$ cat src/rtl/hd44780_byte_sender_if.sv
// Request/handshake bundle between hd44780_controller (master) and hd44780_byte_sender (slave).
interface hd44780_byte_sender_if;
    logic       STB_I;       // transfer request
    logic [7:0] DAT_I;       // byte to send
    logic       i_rs;        // register select for this transfer
    logic       i_nyb_only;  // 4-bit mode: send DAT_I[7:4] only
    logic       o_busy;      // transfer or post-delay in progress
    logic       o_done;      // one-cycle completion pulse

    modport master (
        output STB_I,
        output DAT_I,
        output i_rs,
        output i_nyb_only,
        input  o_busy,
        input  o_done
    );

    modport slave (
        input  STB_I,
        input  DAT_I,
        input  i_rs,
        input  i_nyb_only,
        output o_busy,
        output o_done
    );
endinterface

$ cat src/rtl/hd44780_byte_sender.sv
// HD44780 byte sender: drives the LCD pins in 4-bit or 8-bit mode, generating the E
// setup/high/hold timing and the post-transfer execution delay with one down-counter.
// Optional feature macro: HD44780_LONG_DELAY_EN -- clear/home commands (rs=0, byte 0x01..0x03)
// use LONG_DELAY_CYC as post-transfer wait instead of CMD_DELAY_CYC.
module hd44780_byte_sender #(
    parameter int unsigned BUS_WIDTH      = 4,
    parameter int unsigned E_SETUP_CYC    = 1,
    parameter int unsigned E_HIGH_CYC     = 6,
    parameter int unsigned E_HOLD_CYC     = 1,
    parameter int unsigned CMD_DELAY_CYC  = 444,
    parameter int unsigned LONG_DELAY_CYC = 18240
) (
    input  logic                     CLK_I,
    input  logic                     RST_I,
    hd44780_byte_sender_if.slave     bus,
    output logic [BUS_WIDTH-1:0]     o_lcd_data,
    output logic                     o_rs,
    output logic                     o_e
);

    if (BUS_WIDTH != 4 && BUS_WIDTH != 8) begin : g_bad_width
        $error("hd44780_byte_sender: BUS_WIDTH must be 4 or 8");
    end

    function automatic int unsigned max_u(input int unsigned a, input int unsigned b);
        return (a > b) ? a : b;
    endfunction

    // Zero-length phases are stretched to one cycle so every state lasts at least one cycle.
    localparam int unsigned SEff = (E_SETUP_CYC    < 1) ? 1 : E_SETUP_CYC;
    localparam int unsigned HEff = (E_HIGH_CYC     < 1) ? 1 : E_HIGH_CYC;
    localparam int unsigned DEff = (E_HOLD_CYC     < 1) ? 1 : E_HOLD_CYC;
    localparam int unsigned CEff = (CMD_DELAY_CYC  < 1) ? 1 : CMD_DELAY_CYC;
    localparam int unsigned LEff = (LONG_DELAY_CYC < 1) ? 1 : LONG_DELAY_CYC;

    localparam int unsigned MaxCyc = max_u(max_u(max_u(SEff, HEff), max_u(DEff, CEff)), LEff);
    localparam int unsigned CntW   = (MaxCyc < 2) ? 1 : $clog2(MaxCyc + 1);

    typedef logic [CntW-1:0] cnt_t;

    // Counter holds "cycles remaining minus one"; a state exits when it reaches zero.
    localparam cnt_t SReload = cnt_t'(SEff - 1);
    localparam cnt_t HReload = cnt_t'(HEff - 1);
    localparam cnt_t DReload = cnt_t'(DEff - 1);
    localparam cnt_t CReload = cnt_t'(CEff - 1);
    localparam cnt_t LReload = cnt_t'(LEff - 1);

    typedef enum logic [2:0] {
        StIdle,
        StSetup,
        StEHigh,
        StEHold,
        StWait
    } state_e;

    state_e                 state_q, state_d;
    cnt_t                   cnt_q, cnt_d;
    logic [7:0]             byte_q, byte_d;
    logic                   nyb_q, nyb_d;
    logic                   lo_q, lo_d;
    logic                   rs_q, rs_d;
    logic [BUS_WIDTH-1:0]   lcd_q, lcd_d;
    logic                   done_q, done_d;
    cnt_t                   wait_reload;

    // Lane selection: whole byte in 8-bit mode, high or low nybble in 4-bit mode.
    function automatic logic [BUS_WIDTH-1:0] lane_sel(input logic [7:0] b, input logic lo);
        logic [7:0] w;
        if (BUS_WIDTH == 8) begin
            w = b;
        end else if (lo) begin
            w = {b[3:0], b[3:0]};
        end else begin
            w = {b[7:4], b[7:4]};
        end
        return w[BUS_WIDTH-1:0];
    endfunction

    // Post-transfer delay selection for the latched transfer.
    always_comb begin
`ifdef HD44780_LONG_DELAY_EN
        if (!rs_q && !nyb_q && (byte_q == 8'h01 || byte_q == 8'h02 || byte_q == 8'h03)) begin
            wait_reload = LReload;
        end else begin
            wait_reload = CReload;
        end
`else
        wait_reload = CReload;
`endif
    end

    // State and datapath registers; async reset drops E and all pins at once.
    always_ff @(posedge CLK_I or negedge RST_I) begin
        if (!RST_I) begin
            state_q <= StIdle;
            cnt_q   <= '0;
            byte_q  <= '0;
            nyb_q   <= 1'b0;
            lo_q    <= 1'b0;
            rs_q    <= 1'b0;
            lcd_q   <= '0;
            done_q  <= 1'b0;
        end else begin
            state_q <= state_d;
            cnt_q   <= cnt_d;
            byte_q  <= byte_d;
            nyb_q   <= nyb_d;
            lo_q    <= lo_d;
            rs_q    <= rs_d;
            lcd_q   <= lcd_d;
            done_q  <= done_d;
        end
    end

    // Next-state, counter reload and pin-value latching.
    always_comb begin
        state_d = state_q;
        cnt_d   = cnt_q;
        byte_d  = byte_q;
        nyb_d   = nyb_q;
        lo_d    = lo_q;
        rs_d    = rs_q;
        lcd_d   = lcd_q;
        done_d  = 1'b0;

        unique case (state_q)
            StIdle: begin
                if (bus.STB_I) begin
                    state_d = StSetup;
                    cnt_d   = SReload;
                    byte_d  = bus.DAT_I;
                    rs_d    = bus.i_rs;
                    nyb_d   = bus.i_nyb_only && (BUS_WIDTH == 4);
                    lo_d    = 1'b0;
                    lcd_d   = lane_sel(bus.DAT_I, 1'b0);
                end
            end
            StSetup: begin
                if (cnt_q == '0) begin
                    state_d = StEHigh;
                    cnt_d   = HReload;
                end else begin
                    cnt_d = cnt_q - cnt_t'(1);
                end
            end
            StEHigh: begin
                if (cnt_q == '0) begin
                    state_d = StEHold;
                    cnt_d   = DReload;
                end else begin
                    cnt_d = cnt_q - cnt_t'(1);
                end
            end
            StEHold: begin
                if (cnt_q == '0) begin
                    if (BUS_WIDTH == 4 && !nyb_q && !lo_q) begin
                        // Low nybble goes out as a second full transfer.
                        state_d = StSetup;
                        cnt_d   = SReload;
                        lo_d    = 1'b1;
                        lcd_d   = lane_sel(byte_q, 1'b1);
                    end else begin
                        state_d = StWait;
                        cnt_d   = wait_reload;
                    end
                end else begin
                    cnt_d = cnt_q - cnt_t'(1);
                end
            end
            StWait: begin
                if (cnt_q == '0) begin
                    state_d = StIdle;
                    done_d  = 1'b1;
                end else begin
                    cnt_d = cnt_q - cnt_t'(1);
                end
            end
            default: begin
                state_d = StIdle;
                cnt_d   = '0;
            end
        endcase
    end

    // Pin and handshake outputs decoded from state and registers.
    always_comb begin
        o_e        = (state_q == StEHigh);
        bus.o_busy = (state_q != StIdle);
        bus.o_done = done_q;
        o_rs       = rs_q;
        o_lcd_data = lcd_q;
    end

endmodule
$ cat src/flat_wrapper.sv
// flat-port wrapper written by rule: the top's interface ports become plain ports
module hd44780_byte_sender_flat 
#(
    parameter int unsigned BUS_WIDTH      = 4,
    parameter int unsigned E_SETUP_CYC    = 1,
    parameter int unsigned E_HIGH_CYC     = 6,
    parameter int unsigned E_HOLD_CYC     = 1,
    parameter int unsigned CMD_DELAY_CYC  = 444,
    parameter int unsigned LONG_DELAY_CYC = 18240
)
  (CLK_I, RST_I, o_lcd_data, o_rs, o_e, bus_STB_I, bus_DAT_I, bus_i_rs, bus_i_nyb_only, bus_o_busy, bus_o_done);
  hd44780_byte_sender_if bus_i ();
  input  logic CLK_I;
  input  logic RST_I;
  output logic [BUS_WIDTH-1:0] o_lcd_data;
  output logic o_rs;
  output logic o_e;
  input wire logic [$bits(bus_i.STB_I)-1:0] bus_STB_I;
  input wire logic [$bits(bus_i.DAT_I)-1:0] bus_DAT_I;
  input wire logic [$bits(bus_i.i_rs)-1:0] bus_i_rs;
  input wire logic [$bits(bus_i.i_nyb_only)-1:0] bus_i_nyb_only;
  output wire logic [$bits(bus_i.o_busy)-1:0] bus_o_busy;
  output wire logic [$bits(bus_i.o_done)-1:0] bus_o_done;
  assign bus_i.STB_I = bus_STB_I;
  assign bus_i.DAT_I = bus_DAT_I;
  assign bus_i.i_rs = bus_i_rs;
  assign bus_i.i_nyb_only = bus_i_nyb_only;
  assign bus_o_busy = bus_i.o_busy;
  assign bus_o_done = bus_i.o_done;
  hd44780_byte_sender #(.BUS_WIDTH(BUS_WIDTH), .E_SETUP_CYC(E_SETUP_CYC), .E_HIGH_CYC(E_HIGH_CYC), .E_HOLD_CYC(E_HOLD_CYC), .CMD_DELAY_CYC(CMD_DELAY_CYC), .LONG_DELAY_CYC(LONG_DELAY_CYC)) u_core (.CLK_I(CLK_I), .RST_I(RST_I), .bus(bus_i), .o_lcd_data(o_lcd_data), .o_rs(o_rs), .o_e(o_e));
endmodule
$ cat config.mk
export PLATFORM = sky130hd
export DESIGN_NAME = hd44780_byte_sender_flat
export DESIGN_NICKNAME = d
export VERILOG_FILES = /design/src/rtl/hd44780_byte_sender_if.sv /design/src/rtl/hd44780_byte_sender.sv /design/src/flat_wrapper.sv
export SDC_FILE = /design/constraint.sdc
export NUM_CORES = 1
export LEC_CHECK = 0
export CORE_MARGIN = 2
export CORE_UTILIZATION = 29
export CTS_BUF_LIST = sky130_fd_sc_hd__clkbuf_16
export CTS_CLUSTER_DIAMETER = 40
export DETAILED_ROUTE_END_ITERATION = 16
export PLACE_DENSITY = 0.44
export RECOVER_POWER = 100
export SYNTH_ARGS = -nofsm -noshare
export SYNTH_HDL_FRONTEND = slang
export SYNTH_SLANG_ARGS = --single-unit
$ cat constraint.sdc
create_clock -name CLK_I -period 2.18 [get_ports CLK_I]
set_input_delay 0.218 -clock CLK_I [delete_from_list [all_inputs] [get_ports CLK_I]]
set_output_delay 0.218 -clock CLK_I [all_outputs]
set_load 0.01 [all_outputs]
Yosys cells after proc, flatten, opt, wreduce, memory -nomap -nowiden. Cells that the tools add are included.

Output and inout port bits: 8. Word-level logic and storage cells: 55. Input port bits: 13. Flip-flop bits (word level): 30.

Add/subtract/negate cells: 1. Muxes and demuxes: 24. Reduce and logical (&&, ||, !) cells: 11. Equality and inequality tests: 11.

Operators with widths (number): 15-bit 2-to-1 mux (5); 15-bit one-hot mux with 5 select lines (1); 3-bit 2-to-1 mux (6); 15-bit logical NOT (1); 3-bit one-hot mux with 5 select lines (1); 15-bit by 1-bit subtractor with 15-bit output, second input constant (1); 4-bit 2-to-1 mux (3); 2-bit by 1-bit != test with 1-bit output, second input constant (5); 9-bit 2-to-1 mux (1); 4-bit one-hot mux with 2 select lines (1); 3-bit by 2-bit == test with 1-bit output, second input constant (2); 1-bit 2-to-1 mux (5); 5-bit AND reduction (1); 2-bit != test, second input constant (2); 2-bit AND reduction (2); 4-bit AND reduction (1); 3-bit by 1-bit == test with 1-bit output, second input constant (1); 3-bit == test, second input constant (1); 3-bit logical NOT (1); 3-bit nonzero test (1); 1-bit logical NOT (2); 1-bit one-hot mux with 2 select lines (1); 2-bit nonzero test (1); 1-bit logical AND (1).

Depth between registers and ports, before layout.
Depth in word-level cells: 5. Gate-level depth with buffers: 8. Mapped depth without buffers: 7.

Worst setup path before layout. Ideal clock, no wire load.

Path type: flip-flop to flip-flop. From: register u_core.cnt_q[0]. To: register u_core.cnt_q[5]. Buffers on the path: 1. Data arrival time: 1759 ps. Cell stages (with the launch flop): 9. Required time: 2060 ps. Clock period less this slack: 1879 ps. Setup slack: 301 ps. Cell sequence: dfrtp_1 > inv_1 > ha_1 > nor4b_2 > and4_1 > buf_6 > a21oi_4 > o2bb2ai_1 > a31o_1.

Cells in the longest elaborated chain, start to end: 3.

RTL lines: start: declaration (line hd44780_byte_sender.sv:57) `cnt_t cnt_q, cnt_d;`; start signal: assignment (line hd44780_byte_sender.sv:105) `cnt_q <= cnt_d;`; 15-bit by 1-bit subtractor with 15-bit output or 15-bit logical NOT (tied branches); 15-bit 2-to-1 mux (tied with other cells) (line hd44780_byte_sender.sv:171) `if (cnt_q == '0) begin`; 15-bit one-hot mux with 5 select lines or 2-bit AND reduction (tied branches).

Parallel ways exist; a longest one is shown, timed or not. The select of a mux whose other input is x is not followed. A chain may end at the register's enable or synchronous reset.

Worst setup path after layout.
From: register u_core.cnt_q[1]. To: register u_core.cnt_q[5].

Same word-level chain as after synthesis.

==> results.json <==
{
  "end_kind": "flip-flop",
  "rsz0062_at_grt": "no",
  "drc": 0,
  "num_vias": 1468,
  "layout_commonest_cell": "dfrtp_1",
  "fin_crit_sh": 0.953,
  "fp.coreArea_sq_um": 5920,
  "grt_max_degree": 31,
  "diodes": 0,
  "rows": 28,
  "place.gp.congestion": 0.765,
  "syn_nets": 190,
  "final_cell_mix": "dfrtp_1 (30), nor2_1 (21), nand2_1 (15)",
  "grt_pass1_vias": 1453,
  "fmax_ghz": 0.481,
  "clock-sinks": 30,
  "synth_top_family_by_area": "simple AND/OR/NAND/NOR gates",
  "p_per_area_nw_per_um2": 544,
  "start_util": 0.300,
  "drtIter0Drc": 101,
  "synth_edf_count": 0,
  "period_needed_ns": 2.08,
  "p_int_uw": 989,
  "cts_tree": "built",
  "comb_power_share": 0.029,
  "cts_hold_buf": 0,
  "placed_cells": 278,
  "cts_resized": 0,
  "slowest_delay_ns": 0.50,
  "layout.cells.non_filler": 286,
  "dp_hpwl_um": 3230,
  "synth-simple-area-share": 0.252,
  "worstPathMaxFanout": 8,
  "clk_latency_ns": 0.27,
  "drive_gt1_frac": 0.194,
  "cp-endpoint": "u_core.cnt_q[5]",
  "worstPathArrival_ns": 2.23,
  "synth_flop_cell": "dfrtp_1",
  "finClkSkew_ns": 0.00692,
  "r2r_slack_ns": 0.10,
  "syn_to_final_growth_pct": 27.9,
  "rr_startpoint": "u_core.cnt_q[1]",
  "crit_chain": "inv_1 > ha_1 > nor4b_4 > and4_1 > a21oi_4 > o2bb2ai_1 > a31o_1",
  "grt_overflow_total": 0,
  "swShare": 0.200,
  "critPathLaunch": "u_core.cnt_q[1]",
  "max-vdd-ir-drop_mv": 0.295,
  "n_fill_cell": 559,
  "clockBufferDepth": 2,
  "async_reset_ff_frac": 1.00,
  "synth_area_per_cell_sq_um": 10.2,
  "maxCapViolCount": 0,
  "finalSetupViolCount": 0,
  "hold_viol_final": 0,
  "synth-xor-area-share": 0.0296,
  "synthMuxAreaShare": 0.0718,
  "tns_ns": 0,
  "crit_family": "simple AND/OR/NAND/NOR gates",
  "ant_nets": 0,
  "io_buffers": 20,
  "p_leak_uw": 0.000969,
  "post_cts_buffers": 0,
  "yosys_warnings": 0,
  "grt_antenna_before_repair": 0,
  "syn-instance-count": 175,
  "reg2reg_depth": 7,
  "hp-class": "reg2reg",
  "fin_util": 0.384,
  "avgViaCountPerCell": 5.13,
  "ios": 21,
  "drv_slew": 0,
  "critPathSlowestCell": "and4_1",
  "slew_headroom": 0.489,
  "area.sequential_sq_um": 751,
  "synth-seq-cells": 30,
  "yosysUniqueCellTypes": 51,
  "grt_use_total": 0.144,
  "rr_endpoint": "u_core.cnt_q[5]",
  "yosysSeqAreaShare": 0.422,
  "final_nets": 225,
  "cp.required_ns": 2.34,
  "cts_max_level": 2,
  "dieArea_sq_um": 6770,
  "start_kind": "flip-flop",
  "dieWidth_um": 82.3,
  "post_drt_wl_per_cell_um": 15.2,
  "seq_power_share": 0.451,
  "cts.reportedPaths.clkPinSlew_ns": 0.05,
  "cts_buffers": 5,
  "power.switching_uw": 247,
  "synth_fa_ha_area_frac": 0.0141,
  "root_buffer": "clkbuf_16",
  "critical_path_class": "reg2reg",
  "grt_first_pass_wirelength_um": 7310,
  "wirelength_um": 4350,
  "netlist_area_sq_um": 1780,
  "synth_compound_area_frac": 0.183,
  "path_depth": 7,
  "clkPwrFrac": 0.520,
  "status": "complete, no violations",
  "tightestPinTransition_ns": 0.766,
  "crit_buf_inv": 1,
  "die_h_um": 82.3,
  "multi_input_area_sq_um": 985,
  "dr.pass1.iters": 4
}
[flip-flops by register name (all words and copies together), names as in the netlist]
register	cells
u_core.state_q	3
u_core.byte_q	4
u_core.nyb_q	1
u_core.cnt_q	15
u_core.lo_q	1
u_core.bus.o_done	1
u_core.o_lcd_data	4
u_core.o_rs	1
[worst min-delay path by stage]
stage           startpoint           endpoint  slack, ns  depth (start not counted)
2_1_floorplan        RST_I  u_core.bus.o_done      -0.08                          0
5_1_grt        u_core.o_rs        u_core.o_rs       0.51                          1
3_5_place_dp   u_core.lo_q        u_core.lo_q       0.49                          2
3_3_place_gp   u_core.lo_q        u_core.lo_q       0.49                          2
6_report       u_core.o_rs        u_core.o_rs       0.50                          1
4_1_cts              RST_I  u_core.bus.o_done       0.35                          2
[cells in the mapped netlist, types with 2 or more instances]
library cell,n,share of area
nor3_1,6,0.017
nor4_2,2,0.014
xor2_1,6,0.030
nand2_1,15,0.032
nand3_1,4,0.011
o21ai_0,11,0.031
mux2i_1,6,0.034
or4_1,3,0.013
nor3b_2,3,0.021
buf_6,2,0.013
nand4_1,2,0.0070
dfrtp_1,30,0.42
ha_1,2,0.014
o21ai_4,2,0.018
nand2b_1,2,0.0070
a21oi_1,9,0.025
mux2_2,6,0.038
a31oi_1,2,0.0070
a21oi_4,2,0.018
inv_1,3,0.0063
buf_2,3,0.0084
a211oi_1,2,0.0084
o31ai_1,2,0.0084
nand4b_1,2,0.0099
a22oi_1,2,0.0084
nor2b_1,2,0.0070
nor2_1,20,0.042
[logic make-up after synthesis]
| group | Yosys count |
|---|---|
| and+or+nand+nor | 73 |
| AOI/OAI and AO/OA | 44 |
| DFF | 30 |
| muxes | 12 |
| buffers and inverters | 8 |
| xor gates and xnor gates | 6 |
| adders and majority gates | 2 |
[through the flow]
stage                     total power [uW]  setup WS [ns]  cell area [sq um]  hold slack (ns)
after global routing                  1290         0.0210               2270            0.507
after detailed placement               605         0.0459               2130            0.491
after floorplan                        569          0.301               1780          -0.0776
final                                 1240          0.102               2270            0.496
after global placement                 605          0.153               2130            0.486
after CTS                             1260         0.0337               2270            0.351
[power by group through the flow]
stage | sequential [uW] | combinational (uW) | clock (uW)
4_1_cts | 558 | 38.2 | 661
3_5_place_dp | 567 | 38.1 | 0
5_1_grt | 557 | 40.6 | 691
3_3_place_gp | 567 | 37.5 | 0
2_1_floorplan | 567 | 2.24 | 0
6_report | 558 | 35.4 | 643
[cell type report]
type,instances,share of cell area
clock buffer,5,0.0550
clock inverter,3,0.00550
inverter,3,0.00495
tap,75,0.0413
sequential,30,0.330
multi-input combinational,137,0.433
timing repair buffer,33,0.130
[per-layer routing]
metal,GRT usage,up-vias,share of wire
met5,0,-,0
met4,0.0517,0,0.012
met3,0.0359,4,0.039
met2,0.217,35,0.47
met1,0.200,713,0.47
li1,-,716,-
Power figures use the tool's default switching activity.
